### src/rtl/pipe_stage_reg.sv
// pipe_stage_reg
// Generic pipeline-stage register that stands between two pipeline stages.
// It carries an opaque datapath bundle and a control bundle across a
// valid/ready handshake. A two-entry arrangement (main + skid) lets the
// upstream ready come purely from registered state, so backpressure never
// forms a combinational path back through the pipeline.
//
// Ports:
//   clk_i        clock, all state updates on the rising edge
//   rst_i        asynchronous active-high reset
//   flush_i      squash every held entry, a same-cycle input is dropped
//   in_valid_i   upstream presents an entry
//   in_ready_o   stage can accept an entry this cycle (registered only)
//   data_i       upstream datapath bundle
//   ctrl_i       upstream control bundle (all-zero is a no-op)
//   out_valid_o  downstream entry valid
//   out_ready_i  downstream consumes the entry this cycle
//   data_o       registered datapath bundle
//   ctrl_o       registered control bundle, zero whenever out_valid_o=0
//   stall_cnt_o  saturating count of cycles with out_valid_o=1, out_ready_i=0
module pipe_stage_reg #(
   parameter int DATA_W = 32,
   parameter int CTRL_W = 12,
   parameter int CNT_W  = 16
) (
   input  logic              clk_i,
   input  logic              rst_i,
   input  logic              flush_i,
   input  logic              in_valid_i,
   output logic              in_ready_o,
   input  logic [DATA_W-1:0] data_i,
   input  logic [CTRL_W-1:0] ctrl_i,
   output logic              out_valid_o,
   input  logic              out_ready_i,
   output logic [DATA_W-1:0] data_o,
   output logic [CTRL_W-1:0] ctrl_o,
   output logic [CNT_W-1:0]  stall_cnt_o
);

   localparam logic [CNT_W-1:0] CntMax = {CNT_W{1'b1}};
   localparam logic [CNT_W-1:0] CntOne = {{(CNT_W-1){1'b0}}, 1'b1};

   logic              mValid_q, mValid_d;
   logic [DATA_W-1:0] mData_q,  mData_d;
   logic [CTRL_W-1:0] mCtrl_q,  mCtrl_d;
   logic              sValid_q, sValid_d;
   logic [DATA_W-1:0] sData_q,  sData_d;
   logic [CTRL_W-1:0] sCtrl_q,  sCtrl_d;
   logic [CNT_W-1:0]  stallCnt_q, stallCnt_d;

   logic accept;
   logic release_w;

   // Ready only depends on the skid slot being free, which keeps the
   // upstream handshake free of any combinational dependency on downstream.
   assign in_ready_o  = !sValid_q;
   assign accept      = in_valid_i & in_ready_o;
   assign release_w   = mValid_q & out_ready_i;

   assign out_valid_o = mValid_q;
   assign data_o      = mData_q;
   assign ctrl_o      = mCtrl_q;
   assign stall_cnt_o = stallCnt_q;

   // Next-state logic. Flush wins over everything. When the main slot frees
   // up, a waiting skid entry is promoted first so ordering is preserved;
   // otherwise a fresh input goes straight to main, or a bubble is inserted
   // with control zeroed while the datapath bundle keeps its last value.
   // When main is stuck, an accepted input parks in the skid slot.
   always_comb begin
      mValid_d   = mValid_q;
      mData_d    = mData_q;
      mCtrl_d    = mCtrl_q;
      sValid_d   = sValid_q;
      sData_d    = sData_q;
      sCtrl_d    = sCtrl_q;
      stallCnt_d = stallCnt_q;

      if (flush_i) begin
         mValid_d = 1'b0;
         mCtrl_d  = '0;
         sValid_d = 1'b0;
         sCtrl_d  = '0;
      end else if (!mValid_q || release_w) begin
         if (sValid_q) begin
            mValid_d = 1'b1;
            mData_d  = sData_q;
            mCtrl_d  = sCtrl_q;
            sValid_d = 1'b0;
            sCtrl_d  = '0;
         end else if (accept) begin
            mValid_d = 1'b1;
            mData_d  = data_i;
            mCtrl_d  = ctrl_i;
         end else begin
            mValid_d = 1'b0;
            mCtrl_d  = '0;
         end
      end else if (accept) begin
         sValid_d = 1'b1;
         sData_d  = data_i;
         sCtrl_d  = ctrl_i;
      end

      // Stall counting looks at this cycle's outputs, flush or not.
      if (mValid_q && !out_ready_i && (stallCnt_q != CntMax)) begin
         stallCnt_d = stallCnt_q + CntOne;
      end
   end

   // State register with asynchronous reset; everything is cleared so the
   // stage never emits X.
   always_ff @(posedge clk_i or posedge rst_i) begin
      if (rst_i) begin
         mValid_q   <= 1'b0;
         mData_q    <= '0;
         mCtrl_q    <= '0;
         sValid_q   <= 1'b0;
         sData_q    <= '0;
         sCtrl_q    <= '0;
         stallCnt_q <= '0;
      end else begin
         mValid_q   <= mValid_d;
         mData_q    <= mData_d;
         mCtrl_q    <= mCtrl_d;
         sValid_q   <= sValid_d;
         sData_q    <= sData_d;
         sCtrl_q    <= sCtrl_d;
         stallCnt_q <= stallCnt_d;
      end
   end

endmodule

### config.mk
export PLATFORM = sky130hd
export DESIGN_NAME = pipe_stage_reg
export DESIGN_NICKNAME = d
export VERILOG_FILES = /design/src/rtl/pipe_stage_reg.sv
export SDC_FILE = /design/constraint.sdc
export NUM_CORES = 1
export LEC_CHECK = 0
export BUFFER_PORTS_ARGS = -buffer_cell sky130_fd_sc_hd__buf_4
export CAP_MARGIN = 0
export CORE_UTILIZATION = 50
export DETAILED_ROUTE_END_ITERATION = 6
export PLACE_DENSITY = 0.82
export SLEW_MARGIN = 20
export SYNTH_ARGS = -nofsm -noshare
export SYNTH_HDL_FRONTEND = slang
export SYNTH_SLANG_ARGS = --single-unit
### constraint.sdc
create_clock -name clk_i -period 9.1 [get_ports clk_i]
set_clock_uncertainty 0.15 [all_clocks]
set_input_delay 2.73 -clock clk_i [delete_from_list [all_inputs] [get_ports clk_i]]
set_output_delay 2.73 -clock clk_i [all_outputs]
set_load 0.02 [all_outputs]
==> metrics.txt <==
Slew headroom=47.1%; Post-synth ARST share=100%; Critical Path Slowest Stage Cell=nor3_4; Critical path origin=out_ready_i; Die X-Extent=96.9 um; post-detailed-route via-to-cell ratio=5.57; Max FO, Critical Path=28; H-tree depth=3; post-CTS sizing=0; layout net count=524; largest net degree at the start of global routing=65; Total Wirelength=9.30 mm; Max Slew Vio Count=0; CTS buffer count=9; layout cells sized above 1=35.9%; Worst R2R End=sData_q[9]; commonest non-fill, non-tap cell in the layout=buf_4; fin crit period=4.38 ns; Post-synth EDFFs=0; pwr/cell area=200 nW/um^2; sequential share of power=53.2%; gr ovfl total=0; Cells after Synth=371; Post-DP HPWL=6.34 mm; clk sinks=106; core box area=8720 sq um; syn nets=421; Critical Path End Type=flip-flop; PortBufs=110; delay of the slowest critical-path stage=0.55 ns; pre-CTS setup slack=4.24 ns; critical path required time=9.20 ns; io pins=111; RSZ-0062 raised after global routing=false; CTS max path bufs=2; Fin. Hold Viols=0; critical path class=primary input to flip-flop; worst path cell trace=buf_4 -> nand3b_1 -> nor3_4 -> buf_4 -> mux2_2; Total GRT Usage=20.6%; R2R depth=4; Critical Path AT=4.48 ns; global-route wire length before repair=15.7 mm; Synth top area share=58.9%; Setup Buffers After CTS=0; worst-margin pin slew=0.792 ns; Post-route DRC=0; syn_area_per_cell=12.1 sq um; Yosys top cell by area=dfrtp_1; Clock Pin Slew Worst Setup and Hold Paths=0.09 ns; maximum clock frequency=228 MHz; FP Rows=34; die area=9400 sq um; Seq cells post-synth=106; P_sw=0.000332 W; Static Leak=2.58 nW; n_diodes=0; critical path launch point type=primary input; final setup violating endpoints=0; Final ANT Viol Nets=0; sequential-to-total area share from yosys stat=58.9%; initial detailed-routing violation count=99; most numerous cell on the critical path=buf_4; Logic pwr share=21.6%; Final Cycle Share=48.2%; peak supply drop=102 uV; CTS tree=yes; most frequent cells in the layout=buf_4 (115), dfrtp_1 (105), nor2_1 (49); Hold Buf Count CTS=0; cell internal pwr=0.000792 W; Sw Share=29.5%; warning count from the yosys run=0; end of the critical path=sData_q[9]; setup_tns=0 ns; HP Class=flip-flop to flip-flop; clk root buf=clkbuf_8; worst setup margin=4.72 ns; DR WL/cell=15.8 um; FF-to-FF setup slack=6.53 ns; Netlist cell types=33; Mapped Area=4510 sq um; clk_lat worst skew=0.36 ns; vias in the first global route=3,254; Filler cells=680; initial antenna violation count=0; status=finished clean; Layout area overhead=24.5%; clock power share=25.3%; DR vias=3,268; drt pass-1 iters=4; top_reg_cell synth=dfrtp_1; Die H=96.9 um; RR Startpoint=sValid_q; initial core utilization=51.7%; Area contributors post-synth=dfrtp_1 (59%), mux2_2 (8.0%), mux2i_1 (7.1%); GP Congestion=0.782; max cap viols=0
==> cells in the mapped netlist, drive strengths merged, types with 4 or more instances <==
library cell / n
nor2: 49
mux2: 33
a22o: 12
mux2i: 32
xnor2: 4
nor4: 5
clkbuf: 7
nand2: 5
nand4: 7
nand3: 4
dfrtp: 106
nor3: 21
a21oi: 33
buf: 16
xor2: 9
a221oi: 12
==> final cells by class <==
cell class | count | area (sq um) | share of cell area, %
Timing Repair Buffer | 115 | 863 | 15.4
Tap cell | 108 | 135 | 2.41
Clock inverter | 6 | 65.1 | 1.16
Inverter | 2 | 10.0 | 0.178
Multi-Input combinational cell | 240 | 1760 | 31.3
Clock buffer | 10 | 128 | 2.27
Sequential cell | 106 | 2650 | 47.3
==> state kept, by name, summed over array words and instances, names as in the netlist <==
register / count
data_o: 32
sData_q: 32
stall_cnt_o: 16
ctrl_o: 12
sCtrl_q: 12
out_valid_o: 1
sValid_q: 1
==> critical path, delay by kind of cell <==
family | cells | cell delay [ns]
buffers and inverters | 2 | 0.59
multiplexers | 1 | 0.39
AND/OR/NAND/NOR | 2 | 0.76
==> power by group through the flow <==
stage	registers (W)	clock network (W)	logic (W)
after floorplan	0.000641	0	0.0000998
final	0.000598	0.000284	0.000242
after global routing	0.000608	0.000310	0.000264
after global placement	0.000603	0	0.000238
after detailed placement	0.000606	0	0.000246
after CTS	0.000597	0.000294	0.000246
==> per-stage QoR <==
step | util (%) | power, W | instances | cell area, sq um | hold WS, ns
global placement | 62.1 | 0.000841 | 571 | 5420 | 0.335
CTS | 64.3 | 0.00114 | 587 | 5610 | 0.354
finish | 64.3 | 0.00112 | 587 | 5610 | 0.346
floorplan | - | 0.000741 | 371 | 4510 | 0.323
detailed placement | 62.1 | 0.000852 | 571 | 5420 | 0.340
global route | 64.3 | 0.00118 | 587 | 5610 | 0.360
==> layer usage <==
layer / GRT usage, % / vias to the layer above / part of all wire [%]
li1: - / 1542 / -
met1: 28.5 / 1611 / 44
met2: 33.0 / 103 / 49
met3: 5.06 / 12 / 5.7
met4: 5.17 / 0 / 0.94
met5: 0 / - / 0
==> kinds of logic after synthesis <==
group | count (synthesis) | synth area share (%)
xor+xnor | 13 | 2.53
mux | 65 | 15.4
flops | 106 | 58.9
compound gates | 61 | 8.88
fa+ha+maj | 1 | 0.278
buf+inv | 25 | 2.50
simple gates | 100 | 11.6
==> worst min path at each step <==
stage | end | from | slack, ns | cells past startpoint
after floorplan | sCtrl_q[0] | sCtrl_q[0] | 0.32 | 1
after global placement | stall_cnt_o[15] | stall_cnt_o[15] | 0.34 | 1
after detailed placement | sCtrl_q[4] | sCtrl_q[4] | 0.34 | 1
after CTS | stall_cnt_o[15] | stall_cnt_o[15] | 0.35 | 1
final | stall_cnt_o[15] | stall_cnt_o[15] | 0.35 | 1
after global routing | stall_cnt_o[15] | stall_cnt_o[15] | 0.36 | 1
Power figures use the tool's default switching activity.
